### src/rtl/axi_arb_pkg.sv
// -----------------------------------------------------------------------------
// axi_arb_pkg
// Shared constants and types for the AXI read/write arbiters.
//   arb_state_e  : arbitration FSM encoding (IDLE/ADDR/DATA/RESP)
//   NUM_MASTERS  : number of masters sharing the slave port
//   done_state() : where the FSM goes once the last W beat is accepted
// -----------------------------------------------------------------------------
package axi_arb_pkg;

  localparam int NUM_MASTERS = 4;
  localparam int IDX_W       = $clog2(NUM_MASTERS);

  typedef enum logic [1:0] {
    IDLE = 2'd0,
    ADDR = 2'd1,
    DATA = 2'd2,
    RESP = 2'd3
  } arb_state_e;

  // With response tracking the owner keeps the port until B completes;
  // otherwise the port frees up as soon as the write data is done.
  function automatic arb_state_e done_state(input logic b_wait);
    return b_wait ? RESP : IDLE;
  endfunction

endpackage

### src/rtl/axi_write_arbiter_if.sv
// -----------------------------------------------------------------------------
// axi_write_arbiter_if
// Request/handshake bundle between the interconnect write path and the arbiter.
//   m_awvalid      : per-master AWVALID requests
//   aw_hs/w_hs     : handshakes observed on the muxed slave AW / W ports
//   w_last         : WLAST on the muxed slave W port
//   b_hs           : handshake on the muxed B port
//   m_write_accept : one-hot grant steering the write-channel muxes
//   grant_idx      : encoded current / most recent grant
//   busy           : a grant is active
// Modports: master drives requests/handshakes, slave is the arbiter side.
// -----------------------------------------------------------------------------
interface axi_write_arbiter_if;
  import axi_arb_pkg::*;

  logic [NUM_MASTERS-1:0] m_awvalid;
  logic                   aw_hs;
  logic                   w_hs;
  logic                   w_last;
  logic                   b_hs;
  logic [NUM_MASTERS-1:0] m_write_accept;
  logic [IDX_W-1:0]       grant_idx;
  logic                   busy;

  modport master (
    output m_awvalid, aw_hs, w_hs, w_last, b_hs,
    input  m_write_accept, grant_idx, busy
  );

  modport slave (
    input  m_awvalid, aw_hs, w_hs, w_last, b_hs,
    output m_write_accept, grant_idx, busy
  );

endinterface

### src/rtl/axi_write_arbiter_rr_pick4.sv
// -----------------------------------------------------------------------------
// rr_pick4
// Combinational round-robin picker for four requesters.
//   i_req [3:0] : request vector, bit i = requester i
//   i_ptr [1:0] : most recently granted index
//   o_idx [1:0] : winner, first set bit searching upward from i_ptr+1 (wrapping)
//   o_vld       : any request present
// -----------------------------------------------------------------------------
module rr_pick4
  import axi_arb_pkg::*;
(
  input  logic [NUM_MASTERS-1:0] i_req,
  input  logic [IDX_W-1:0]       i_ptr,
  output logic [IDX_W-1:0]       o_idx,
  output logic                   o_vld
);

  // Walk the search order backwards so the nearest requester after the
  // pointer is the last (and therefore winning) assignment.
  always_comb begin
    logic [IDX_W-1:0] cand;
    cand  = '0;
    o_idx = '0;
    o_vld = |i_req;
    for (int k = NUM_MASTERS; k >= 1; k--) begin
      cand = i_ptr + IDX_W'(k);
      if (i_req[cand]) o_idx = cand;
    end
  end

endmodule

### src/rtl/axi_write_arbiter.sv
// -----------------------------------------------------------------------------
// axi_write_arbiter
// Round-robin owner arbitration for the shared AXI slave write port. One
// master holds AW, W and (optionally) B from address issue to completion.
//   B_WAIT  : 1 holds the grant until b_hs, 0 releases after the last W beat
//   aclk    : clock
//   aresetn : asynchronous active-low reset
//   bus     : request/handshake inputs and grant outputs (slave modport)
// All outputs decode registered state only.
// -----------------------------------------------------------------------------
module axi_write_arbiter
  import axi_arb_pkg::*;
#(
  parameter bit B_WAIT = 1'b1
) (
  input  logic                 aclk,
  input  logic                 aresetn,
  axi_write_arbiter_if.slave   bus
);

  arb_state_e             r_state, w_state_nxt;
  logic [IDX_W-1:0]       r_grant_idx, w_grant_idx_nxt;
  logic [IDX_W-1:0]       r_last_grant, w_last_grant_nxt;
  logic                   r_wdone, w_wdone_nxt;

  logic [IDX_W-1:0]       w_pick_idx;
  logic                   w_pick_vld;
  logic                   w_wlast_hs;
  logic [NUM_MASTERS-1:0] w_accept;

  assign w_wlast_hs = bus.w_hs & bus.w_last;

  rr_pick4 u_pick (
    .i_req (bus.m_awvalid),
    .i_ptr (r_last_grant),
    .o_idx (w_pick_idx),
    .o_vld (w_pick_vld)
  );

  always_ff @(posedge aclk or negedge aresetn) begin
    if (!aresetn) begin
      r_state      <= IDLE;
      r_grant_idx  <= '0;
      r_last_grant <= IDX_W'(NUM_MASTERS - 1);
      r_wdone      <= 1'b0;
    end else begin
      r_state      <= w_state_nxt;
      r_grant_idx  <= w_grant_idx_nxt;
      r_last_grant <= w_last_grant_nxt;
      r_wdone      <= w_wdone_nxt;
    end
  end

  always_comb begin
    w_state_nxt      = r_state;
    w_grant_idx_nxt  = r_grant_idx;
    w_last_grant_nxt = r_last_grant;
    w_wdone_nxt      = r_wdone;

    case (r_state)
      IDLE: begin
        if (w_pick_vld) begin
          w_grant_idx_nxt  = w_pick_idx;
          w_last_grant_nxt = w_pick_idx;
          w_state_nxt      = ADDR;
        end
      end
      ADDR: begin
        // Write data may complete before the address; remember it so the
        // address handshake can skip DATA. A same-cycle W-last counts too.
        if (w_wlast_hs) w_wdone_nxt = 1'b1;
        if (bus.aw_hs) begin
          if (r_wdone || w_wlast_hs) w_state_nxt = done_state(B_WAIT);
          else                       w_state_nxt = DATA;
        end
      end
      DATA: begin
        if (w_wlast_hs) w_state_nxt = done_state(B_WAIT);
      end
      RESP: begin
        if (bus.b_hs) w_state_nxt = IDLE;
      end
      default: begin
        w_state_nxt = IDLE;
      end
    endcase

    if (w_state_nxt == IDLE) w_wdone_nxt = 1'b0;
  end

  always_comb begin
    w_accept = '0;
    if (r_state != IDLE) w_accept[r_grant_idx] = 1'b1;
  end

  assign bus.m_write_accept = w_accept;
  assign bus.grant_idx      = r_grant_idx;
  assign bus.busy           = (r_state != IDLE);

endmodule

### src/flat_wrapper.sv
// flat-port wrapper written by rule: the top's interface ports become plain ports
module axi_write_arbiter_flat import axi_arb_pkg::*;
#(
  parameter bit B_WAIT = 1'b1
)
  (aclk, aresetn, bus_m_awvalid, bus_aw_hs, bus_w_hs, bus_w_last, bus_b_hs, bus_m_write_accept, bus_grant_idx, bus_busy);
  axi_write_arbiter_if bus_i ();
  input  logic aclk;
  input  logic aresetn;
  input wire logic [$bits(bus_i.m_awvalid)-1:0] bus_m_awvalid;
  input wire logic [$bits(bus_i.aw_hs)-1:0] bus_aw_hs;
  input wire logic [$bits(bus_i.w_hs)-1:0] bus_w_hs;
  input wire logic [$bits(bus_i.w_last)-1:0] bus_w_last;
  input wire logic [$bits(bus_i.b_hs)-1:0] bus_b_hs;
  output wire logic [$bits(bus_i.m_write_accept)-1:0] bus_m_write_accept;
  output wire logic [$bits(bus_i.grant_idx)-1:0] bus_grant_idx;
  output wire logic [$bits(bus_i.busy)-1:0] bus_busy;
  assign bus_i.m_awvalid = bus_m_awvalid;
  assign bus_i.aw_hs = bus_aw_hs;
  assign bus_i.w_hs = bus_w_hs;
  assign bus_i.w_last = bus_w_last;
  assign bus_i.b_hs = bus_b_hs;
  assign bus_m_write_accept = bus_i.m_write_accept;
  assign bus_grant_idx = bus_i.grant_idx;
  assign bus_busy = bus_i.busy;
  axi_write_arbiter #(.B_WAIT(B_WAIT)) u_core (.aclk(aclk), .aresetn(aresetn), .bus(bus_i));
endmodule
### config.mk
export PLATFORM = sky130hd
export DESIGN_NAME = axi_write_arbiter_flat
export DESIGN_NICKNAME = d
export VERILOG_FILES = /design/src/rtl/axi_arb_pkg.sv /design/src/rtl/axi_write_arbiter_if.sv /design/src/rtl/axi_write_arbiter_rr_pick4.sv /design/src/rtl/axi_write_arbiter.sv /design/src/flat_wrapper.sv
export SDC_FILE = /design/constraint.sdc
export NUM_CORES = 1
export LEC_CHECK = 0
export ABC_CLOCK_PERIOD_IN_PS = 1250
export CAP_MARGIN = 10
export CORE_AREA = 5 5 42 44
export CTS_CLUSTER_SIZE = 28
export DETAILED_ROUTE_END_ITERATION = 10
export DIE_AREA = 0 0 47 49
export PLACE_DENSITY = 0.77
export RECOVER_POWER = 100
export SLEW_MARGIN = 20
export SYNTH_ARGS = -nofsm -noshare
export SYNTH_HDL_FRONTEND = slang
export SYNTH_HIERARCHICAL = 1
export SYNTH_SLANG_ARGS = --single-unit
### constraint.sdc
create_clock -name aclk -period 1.25 [get_ports aclk]
set_clock_uncertainty 0.1 [all_clocks]
set_input_delay 0.25 -clock aclk [delete_from_list [all_inputs] [get_ports aclk]]
set_output_delay 0.25 -clock aclk [all_outputs]
set_load 0.01 [all_outputs]
== Word level (Yosys, flattened, before mapping) ==
Index checks and enable logic that the tools add are counted.
Operators by class
  add/sub/neg operators: 3
  multiply operators: 0
  div/mod/pow operators: 0
  order comparisons: 6
  eq/ne operators: 3
  shifts and indexed selects: 0
  mux-type cells: 24
  bitwise operators: 1
  reductions and logical operators: 10
Operators by type and width (count)
  2-bit two-way mux: 8
  2-bit by 3-bit < comparator with 1-bit output, second input constant: 5
  1-bit two-way mux: 9
  1-bit binary-select mux with 2-bit select: 4
  2-bit one-hot mux with 4 select lines: 1
  2-bit nonzero test: 3
  2-bit adder, second input constant: 2
  2-bit == test, second input constant: 2
  2-bit logical NOT: 2
  4-bit two-way mux: 1
  2-bit AND reduction: 2
  4-bit OR reduction: 1
  2-bit by 1-bit adder with 2-bit output, second input constant: 1
  1-bit demux with 2-bit select: 1
  2-bit by 1-bit == test with 1-bit output, second input constant: 1
  2-bit by 1-bit greater-or-equal comparator with 1-bit output, second input constant: 1
  1-bit AND: 1
  1-bit logical AND: 1
  1-bit logical OR: 1
Storage, ports and cells
  register bits: 7
  bits in latches: 0
  RAM bits: 0
  memory bits (read-only): 0
  input bits: 10
  output and inout bits: 7
  word-level logic and storage cells: 51
  memories: 0

== Logic depth before layout (Yosys ltp) ==
Gate-level depths: netlist of run 1.
  depth after elaboration: 8
  mapped depth: 5
  depth with buffers taken out: 5

== Hierarchy ==
Netlist of run 1, hierarchy kept.
Modules (own cells, without submodules)
  axi_write_arbiter: times used 1, cells each 30, area an instance 361.6 um^2, sequential area each 177.7 um^2
  rr_pick4: times used 1, cells each 14, area an instance 91.3 um^2, sequential area each 0.0 um^2

== Least setup slack after synthesis of run 1 ==
No wires, ideal clock.
  path kind: register to register
  from: reg u_core.r_last_grant[1]
  to: reg u_core.r_grant_idx[0] (netlist: u_core/bus.grant_idx[0])
  library setup time: 125 ps
  arrival: 1134 ps
  data required time: 1025 ps
  setup slack: -108 ps
  stages on the path, launching flop included: 4
  buffers on the path: 0
  clock period less this slack: 1358 ps
  path through: dfstp_2 -> mux2i_1 -> o221ai_2 -> mux2_2
On the way
  word-level cells in the longest chain between the ends: 6
  elaborated cells between the ends (all ways): 15
  those cells by class: add/sub (3); mux (12)
Ends and longest elaborated chain
  start: declaration: line axi_write_arbiter.sv:23  | logic [IDX_W-1:0] r_last_grant, w_last_grant_nxt;
  start signal: assignment: line axi_write_arbiter.sv:44  | r_last_grant <= IDX_W'(NUM_MASTERS - 1);
  start signal: assignment: line axi_write_arbiter.sv:49  | r_last_grant <= w_last_grant_nxt;
  2-bit adder / 1-bit binary-select mux with 2-bit select (equally long branches): line axi_write_arbiter_rr_pick4.sv:26, axi_write_arbiter_rr_pick4.sv:27
  1-bit binary-select mux with 2-bit select / 1-bit two-way mux (equally long branches): line axi_write_arbiter_rr_pick4.sv:27  | if (i_req[cand]) o_idx = cand;
  1-bit two-way mux (implied by the code) / 2-bit two-way mux (equally long branches): line axi_write_arbiter_rr_pick4.sv:27
  2-bit two-way mux (2 in a row): line axi_write_arbiter_rr_pick4.sv:27
  2-bit two-way mux *: line axi_write_arbiter_rr_pick4.sv:27
  net u_core.w_pick_idx[0]: line axi_write_arbiter.sv:26  | logic [IDX_W-1:0] w_pick_idx;
  end signal: assignment: line axi_write_arbiter.sv:48  | r_grant_idx <= w_grant_idx_nxt;
  end: declaration: line axi_write_arbiter.sv:22  | logic [IDX_W-1:0] r_grant_idx, w_grant_idx_nxt;
Mark *: on every way through the listed nets, which the timed path passes. The rest lies on a longest branch. The select of a mux whose other input is x is not followed.
A chain may end at the register's enable or synchronous reset.

== Worst setup path in the final report of run 1 ==
  from: reg u_core.r_state[1]
  to: reg u_core.r_wdone
On the way
  word-level cells in the longest chain between the ends: 5
  elaborated cells between the ends (all ways): 14
  those cells by class: eq/ne (3); mux (6); reduce/logical (5)
Ends and longest elaborated chain
  start: declaration: line axi_write_arbiter.sv:21  | arb_state_e r_state, w_state_nxt;
  start signal: assignment: line axi_write_arbiter.sv:47  | r_state <= w_state_nxt;
  2-bit == test (tied with other cells): line axi_write_arbiter.sv:60  | case (r_state)
  2-bit one-hot mux with 4 select lines: line axi_write_arbiter.sv:60
  2-bit logical NOT: line axi_write_arbiter.sv:88  | if (w_state_nxt == IDLE) w_wdone_nxt = 1'b0;
  2-bit nonzero test (no source line)
  2-bit AND reduction (no source line)
  end signal: assignment: line axi_write_arbiter.sv:50  | r_wdone <= w_wdone_nxt;
  end: declaration: line axi_write_arbiter.sv:24  | logic r_wdone, w_wdone_nxt;
Parallel ways exist; a longest one is shown, timed or not.

==> report_table.html, run 1 <==
<table>
<tr><th>Metric</th><th>Value</th></tr>
<tr><th colspan="2">Timing</th></tr>
<tr><td>Final number of max-transition violations</td><td>0</td></tr>
<tr><td>Total negative slack for setup checks</td><td>-2.18 ns</td></tr>
<tr><td>Worst slew pin tran</td><td>0.352 ns</td></tr>
<tr><td>Number of endpoints failing setup at the final stage</td><td>11</td></tr>
<tr><td>Max_slew headroom</td><td>76.3%</td></tr>
<tr><td>Setup WS post-layout</td><td>-0.268 ns</td></tr>
<tr><td>RSZ-0062 raised after global routing</td><td>yes</td></tr>
<tr><td>Final min period</td><td>1.52 ns</td></tr>
<tr><td>Final critical-path share of the clock period</td><td>121%</td></tr>
<tr><td>FMAX</td><td>0.659 GHz</td></tr>
<tr><td>Worst hold-check slack</td><td>0.220 ns</td></tr>
<tr><td>Final count of hold timing violations</td><td>0</td></tr>
<tr><th colspan="2">Cells and area</th></tr>
<tr><td>Post-route standard cell area excluding fillers</td><td>873 um^2</td></tr>
<tr><td>Layout cells sized above 1</td><td>62.7%</td></tr>
<tr><td>Area overhead of the layout relative to synthesis</td><td>92.8%</td></tr>
<tr><td>Count of antenna diodes in the layout</td><td>0</td></tr>
<tr><td>Final-stage net count</td><td>94</td></tr>
<tr><th colspan="2">Setup path</th></tr>
<tr><td>Worst Path Arrival</td><td>1.55 ns</td></tr>
<tr><td>Slowest stage cell, crit path</td><td>sky130_fd_sc_hd__dfrtp_2</td></tr>
<tr><td>Endpoint required time on the critical path</td><td>1.28 ns</td></tr>
<tr><td>Crit-path cells</td><td>buf_6 &gt; or3b_4 &gt; a211oi_4 &gt; a21oi_2</td></tr>
<tr><td>Setup crit start kind</td><td>register</td></tr>
<tr><td>CP max stage delay</td><td>0.43 ns</td></tr>
<tr><td>Category of the worst setup path capture point</td><td>register</td></tr>
<tr><td>Crit path kind</td><td>register to register</td></tr>
<tr><td>Depth of the most critical reg-to-reg path</td><td>4</td></tr>
<tr><td>Largest fanout on the critical path</td><td>4</td></tr>
<tr><th colspan="2">Pwr</th></tr>
<tr><td>Part of the power in the clock network</td><td>9.3%</td></tr>
<tr><td>Leakage power figure</td><td>0.403 nW</td></tr>
<tr><td>Maximum vdd drop</td><td>1.37 mV</td></tr>
<tr><td>Power share of the combinational group</td><td>69.5%</td></tr>
<tr><td>Power Density</td><td>2560 nW/um^2</td></tr>
<tr><td>Share of total power in sequential cells</td><td>21.3%</td></tr>
<tr><td>Switching power total</td><td>0.000802 W</td></tr>
<tr><td>Switching portion of total power</td><td>35.9%</td></tr>
<tr><td>Power Internal</td><td>0.00143 W</td></tr>
<tr><th colspan="2">Synthesis</th></tr>
<tr><td>Sequential share of the synthesized area</td><td>39.2%</td></tr>
<tr><td>Post-synthesis instance area</td><td>453 um^2</td></tr>
<tr><td>Ys flop type</td><td>sky130_fd_sc_hd__dfrtp_1</td></tr>
<tr><td>Synth Warn #</td><td>6</td></tr>
<tr><td>Fraction of registers with async set/reset</td><td>100%</td></tr>
<tr><td>Distinct cell type count after synthesis</td><td>24</td></tr>
<tr><td>Total of flip-flops plus latches after synthesis</td><td>7</td></tr>
<tr><td>Net count after synthesis</td><td>54</td></tr>
<tr><td>Instance count of the mapped netlist</td><td>44</td></tr>
<tr><td>Syn Area/Cell</td><td>10.3 um^2</td></tr>
<tr><td>Count of flip-flops with a built-in enable after synthesis</td><td>0</td></tr>
<tr><th colspan="2">Floorplanning</th></tr>
<tr><td>Starting density of the core</td><td>32.3%</td></tr>
<tr><td>Die X</td><td>47 um</td></tr>
<tr><td>Die H</td><td>49 um</td></tr>
<tr><td>Core area</td><td>1400 um^2</td></tr>
<tr><td>Site Rows</td><td>14</td></tr>
<tr><td>Num ports</td><td>17</td></tr>
<tr><td>Die area</td><td>2300 um^2</td></tr>
<tr><th colspan="2">Route</th></tr>
<tr><td>Total via count in the routed design</td><td>472</td></tr>
<tr><td>Per-cell via count in the routed design</td><td>4.77</td></tr>
<tr><td>Detail-routed net length per standard cell</td><td>13.3 um</td></tr>
<tr><td>Number of optimization iterations in the first detailed-route pass</td><td>4</td></tr>
<tr><td>First DRT Iteration DRCs</td><td>5</td></tr>
<tr><td>DRC violation count after routing</td><td>0</td></tr>
<tr><td>Count of antenna-violating nets left after detailed routing</td><td>0</td></tr>
<tr><td>Total detailed-routing wirelength</td><td>1.31 mm</td></tr>
<tr><th colspan="2">Clock network</th></tr>
<tr><td>CTS tree</td><td>done</td></tr>
<tr><td>Buffer cell driving the clock tree root</td><td>sky130_fd_sc_hd__clkbuf_4</td></tr>
<tr><td>Hold-fix buffers at CTS</td><td>0</td></tr>
<tr><td>Total number of clock tree sinks</td><td>7</td></tr>
<tr><td>Clock latency on the worst-skew pair</td><td>0.25 ns</td></tr>
<tr><td>Number of buffers added by the clock tree synthesis step</td><td>3</td></tr>
<tr><td>Clock-pin transition on the worst setup and hold timing paths</td><td>0.06 ns</td></tr>
<tr><td># H-tree levels</td><td>1</td></tr>
<tr><td>Max clock buf depth</td><td>2</td></tr>
<tr><th colspan="2">Placed design</th></tr>
<tr><td>Area post-placement</td><td>716 um^2</td></tr>
<tr><td>Gp weighted congestion</td><td>0.682</td></tr>
<tr><td>Detail Placement HPWL</td><td>843 um</td></tr>
<tr><td>Count of input and output buffers</td><td>16</td></tr>
<tr><th colspan="2">Outcome</th></tr>
<tr><td>Outcome</td><td>complete, but fails checks</td></tr>
<tr><td>Violated checks</td><td>setup timing</td></tr>
<tr><th colspan="2">Run</th></tr>
<tr><td>Reported max-cap violation count</td><td>0</td></tr>
<tr><th colspan="2">Global routing</th></tr>
<tr><td>First-pass GRT wire length</td><td>2.04 mm</td></tr>
<tr><td>Pin count of the biggest net entering global routing</td><td>8</td></tr>
<tr><td>Initial antenna violation count</td><td>0</td></tr>
<tr><td>Sum of overflow across all layers after global routing</td><td>0</td></tr>
<tr><td>Global-route usage over all layers</td><td>12.3%</td></tr>
<tr><td>Via count of the first global-routing pass</td><td>478</td></tr>
<tr><th colspan="2">Hold path</th></tr>
<tr><td>Hold Crit Class</td><td>input port to async pin</td></tr>
</table>
## synth_stat cells (2+ instances only)
cell type                  instances  area [um^2]
sky130_fd_sc_hd__nor3b_1           2         15.0
sky130_fd_sc_hd__dfrtp_1           5          125
sky130_fd_sc_hd__dfstp_2           2         52.6
sky130_fd_sc_hd__mux2_2            4         45.0
sky130_fd_sc_hd__nand2_1           2         7.51
sky130_fd_sc_hd__a21oi_1           4         20.0
sky130_fd_sc_hd__a31oi_1           2         12.5
sky130_fd_sc_hd__nand2b_1          3         18.8
sky130_fd_sc_hd__nor2_1            3         11.3
sky130_fd_sc_hd__inv_1             3         11.3
## routing by layer
layer  GRT usage [%]  share of wire [%]
met5               0                  0
met4            5.53                1.1
met3            3.32                4.8
met2            19.5                 53
met1            14.9                 41
## flip-flops by register name, indices dropped and copies added (netlist names)
name / count
u_core/bus.grant_idx: 2
u_core/r_last_grant: 2
u_core/r_state: 2
u_core/r_wdone: 1
## metrics by stage
stage               worst slack, ns  instances  power, W  util, %
global placement             -0.502         86   0.00153     51.1
global route                 -0.289         99   0.00239     62.3
floorplan                   -0.0822         44   0.00103        -
CTS                          -0.273         97   0.00209     59.7
detailed placement           -0.526         86   0.00155     51.1
finish                       -0.268         99   0.00224     62.3
## final cells by class
type                       count  area [um^2]
fill                         120          528
sequential                     7          179
clock inverter                 1         5.00
inverter                       3         11.3
multi-input combinational     34          320
tap                           16         20.0
timing repair buffer          35          315
clock buffer                   3         22.5
## worst paths after layout
| check | from | endpoint | slack [ns] |
|---|---|---|---|
| max in group asynchronous | aresetn | u_core/r_last_grant[1] | 0.54 |
| worst max register to register | u_core/r_state[1] | u_core/r_wdone | -0.27 |
| min in group aclk | u_core/r_wdone | u_core/r_wdone | 0.48 |
| worst min-delay path | aresetn | u_core/r_wdone | 0.22 |
| worst min register to register | u_core/r_wdone | u_core/r_wdone | 0.48 |
| worst max-delay path | u_core/r_state[1] | u_core/r_wdone | -0.27 |
## cells by family (layout without fill, tap and decap cells)
group                  count (synthesis)  after routing  synth area share [%]
DFF                                    7              7                  39.2
muxes                                  5              5                  12.2
buffers and inverters                  3             42                  2.49
and+or+nand+nor                       18             18                  27.3
AOI/OAI and AO/OA                     11             11                  18.8
## what timing repair did
item,in CTS,in global routing
buffers inserted,8,2
setup endpoints to repair,13,13
pin swaps,6,2
resized for setup,49,5
endpoints found under the hold margin,0,0
## power groups by stage
stage / logic (W) / clock network [W] / registers, W
5_1_grt: 0.00166 / 0.000237 / 0.000491
4_1_cts: 0.00140 / 0.000223 / 0.000466
6_report: 0.00155 / 0.000207 / 0.000476
3_3_place_gp: 0.00106 / 0 / 0.000469
3_5_place_dp: 0.00108 / 0 / 0.000475
2_1_floorplan: 0.000501 / 0 / 0.000532
## cell usage in the layout, fill, tap and decap left out
master                            netlist  layout
sky130_fd_sc_hd__a211oi_4               0       1
sky130_fd_sc_hd__a21boi_0               1       1
sky130_fd_sc_hd__a21oi_1                4       3
sky130_fd_sc_hd__a21oi_2                1       2
sky130_fd_sc_hd__a31o_2                 1       1
sky130_fd_sc_hd__a31oi_1                2       2
sky130_fd_sc_hd__and2b_1                1       1
sky130_fd_sc_hd__and2b_2                1       1
sky130_fd_sc_hd__and3_4                 0       1
sky130_fd_sc_hd__and4b_2                1       1
sky130_fd_sc_hd__buf_2                  0       3
sky130_fd_sc_hd__buf_4                  0      12
sky130_fd_sc_hd__buf_6                  0      11
sky130_fd_sc_hd__clkbuf_4               0       3
sky130_fd_sc_hd__clkdlybuf4s50_1        0       5
sky130_fd_sc_hd__clkinv_2               0       1
sky130_fd_sc_hd__dfrtp_1                5       4
sky130_fd_sc_hd__dfrtp_2                0       1
sky130_fd_sc_hd__dfstp_2                2       2
sky130_fd_sc_hd__dlygate4sd2_1          0       3
sky130_fd_sc_hd__dlygate4sd3_1          0       1
sky130_fd_sc_hd__inv_1                  3       2
sky130_fd_sc_hd__inv_2                  0       1
sky130_fd_sc_hd__mux2_4                 0       4
sky130_fd_sc_hd__mux2i_1                1       1
sky130_fd_sc_hd__nand2_1                2       2
sky130_fd_sc_hd__nand2b_1               3       3
sky130_fd_sc_hd__nand3_1                1       1
sky130_fd_sc_hd__nor2_1                 3       2
sky130_fd_sc_hd__nor2_4                 0       1
sky130_fd_sc_hd__nor3_2                 0       1
sky130_fd_sc_hd__nor3b_2                0       2
sky130_fd_sc_hd__nor3b_4                1       1
sky130_fd_sc_hd__o221ai_2               1       1
sky130_fd_sc_hd__or3b_4                 0       1
## critical path: cells and delay by family (launching register included)
family	cells	cell delay (ns)
DFF	1	0.43
buffers and inverters	1	0.13
and+or+nand+nor	1	0.38
AOI/OAI and AO/OA	2	0.35
Note: power is estimated with default switching activity, not from simulation.
==> run 2, diff against run 1 <==
--- a/config.mk
+++ b/config.mk
@@ -11,6 +11,7 @@
 export CTS_CLUSTER_SIZE = 28
 export DETAILED_ROUTE_END_ITERATION = 10
 export DIE_AREA = 0 0 47 49
+export HOLD_SLACK_MARGIN = 0.06
 export PLACE_DENSITY = 0.77
 export RECOVER_POWER = 100
 export SLEW_MARGIN = 20
==> results of run 2 <==
The final DEF is identical to that of run 1; final timing and power are the same.
==> variant (config.mk and constraints of run 1) <==
The package constant `NUM_MASTERS` goes from 4 to 2.
--- a/src/rtl/axi_arb_pkg.sv
+++ b/src/rtl/axi_arb_pkg.sv
@@ -7,7 +7,7 @@
 // -----------------------------------------------------------------------------
 package axi_arb_pkg;
 
-  localparam int NUM_MASTERS = 4;
+  localparam int NUM_MASTERS = 2;
   localparam int IDX_W       = $clog2(NUM_MASTERS);
 
   typedef enum logic [1:0] {
Ports: changed (resized bus_grant_idx, bus_m_awvalid and bus_m_write_accept); port bits go from 17 to 12. No check against the original RTL was run, so the function may have changed too.
==> variant against run 1 <==
- the flow still finishes with violations (setup timing)
- final cell count is 36% lower
- wire length decreased by 53%
- combinational power is 63% lower
- count of clock-buffer cells in the layout grew 1
- non-clock buffer count fell by 19
- highest routed layer unchanged
- design area is 46% lower
- setup slack better by 0.082 ns
- sequential cell count is 2 lower
- power decreased by 52%
- global-route usage decreased by 6.1 points
- sequential share of layout area grew 6.3 points
- area after synthesis down 38%
==> variant: results (changes against run 1) <==
- Status: finished with violations
- Violations in the final reports: setup timing
- Comb pwr share: 53.9% (-16 points)
- Max_slew headroom: 84.8% (+8.5 points)
- Routability cong.: 0.816 (+20%)
- Post-layout nets: 56 (-40%)
- Routed wire length: 623 µm (-53%)
- Post-Place Setup Slack: -0.324 ns (+0.202 ns)
- Layout fillers: 153 (+28%)
- CTS resizes: 23 (-53%)
- Leakage power: 0.000210 µW (-48%)
- DRT Pass-1 Iters: 2 (-2)
- Clk pwr share: 17.5% (+8.2 points)
- Setup TNS: -0.447 ns (+1.73 ns)
- Placed cell area: 439 µm² (-39%)
- Crit-path max cell delay: 0.40 ns (-0.03 ns)
- Critical path data arrival time: 1.09 ns (-0.46 ns)
- Mapped cell area: 283 µm² (-38%)
- Post-CTS Setup Bufs: 0 (-8)
- Slowest-stage cell, CP: dfrtp_1
- Vias in the first global route: 274 (-43%)
- Drt via density: 4.43 (-7.1%)
- Ranking of synthesized cells by area: dfrtp_1, dfstp_2, mux2_1
- Placed insts: 59 (-31%)
- Syn Nets: 36 (-33%)
- Setup WS post-layout: -0.185 ns (+0.0821 ns)
- Post-synthesis sequential area ratio: 44.7% (+5.5 points)
- RR Endpoint: u_core/bus.grant_idx$_DFFE_PN0P_
- Final non-filler cell total: 63 (-36%)
- Synth cell types: 19 (-21%)
- Detailed Place HPWL: 527 µm (-37%)
- Net Switching: 366 µW (-54%)
- P_int: 699 µW (-51%)
- Worst-path clk slew: 0.04 ns (-0.02 ns)
- Setup Viol. Count Final: 3 (-8)
## variant: cell count changes after synthesis, moves of 2 or more
| cell | before | now |
|---|---|---|
| mux2_2 | 4 | 0 |
| nand2b_1 | 3 | 0 |
| a21oi_1 | 4 | 2 |
| mux2_1 | 0 | 2 |
| nor3b_1 | 2 | 0 |
| o21ai_0 | 0 | 2 |
## variant: cell type report
class                           instances  area [µm²]  share of cell area [%]
Multi-Input combinational cell         20         150                    31.8
Tap cell                               16        20.0                    4.24
Clock buffer                            4        26.3                    5.57
Sequential cell                         5         126                    26.8
Timing Repair Buffer                   16         141                    30.0
Inverter                                2        7.51                    1.59
## variant: layer usage
layer,wire [µm],vias up,share of wire [%],track usage (%)
li1,-,136,-,-
met2,343,7,55,10.2
met4,21,0,3.4,7.37
met1,215,134,35,3.56
met3,43,2,6.9,3.69
met5,0,-,0,0
## variant: critical path, delay by kind of cell (launching register included)
kind                   cells  cell delay, ns
AND/OR/NAND/NOR            2            0.33
buffers and inverters      1            0.11
flip-flops                 1            0.40
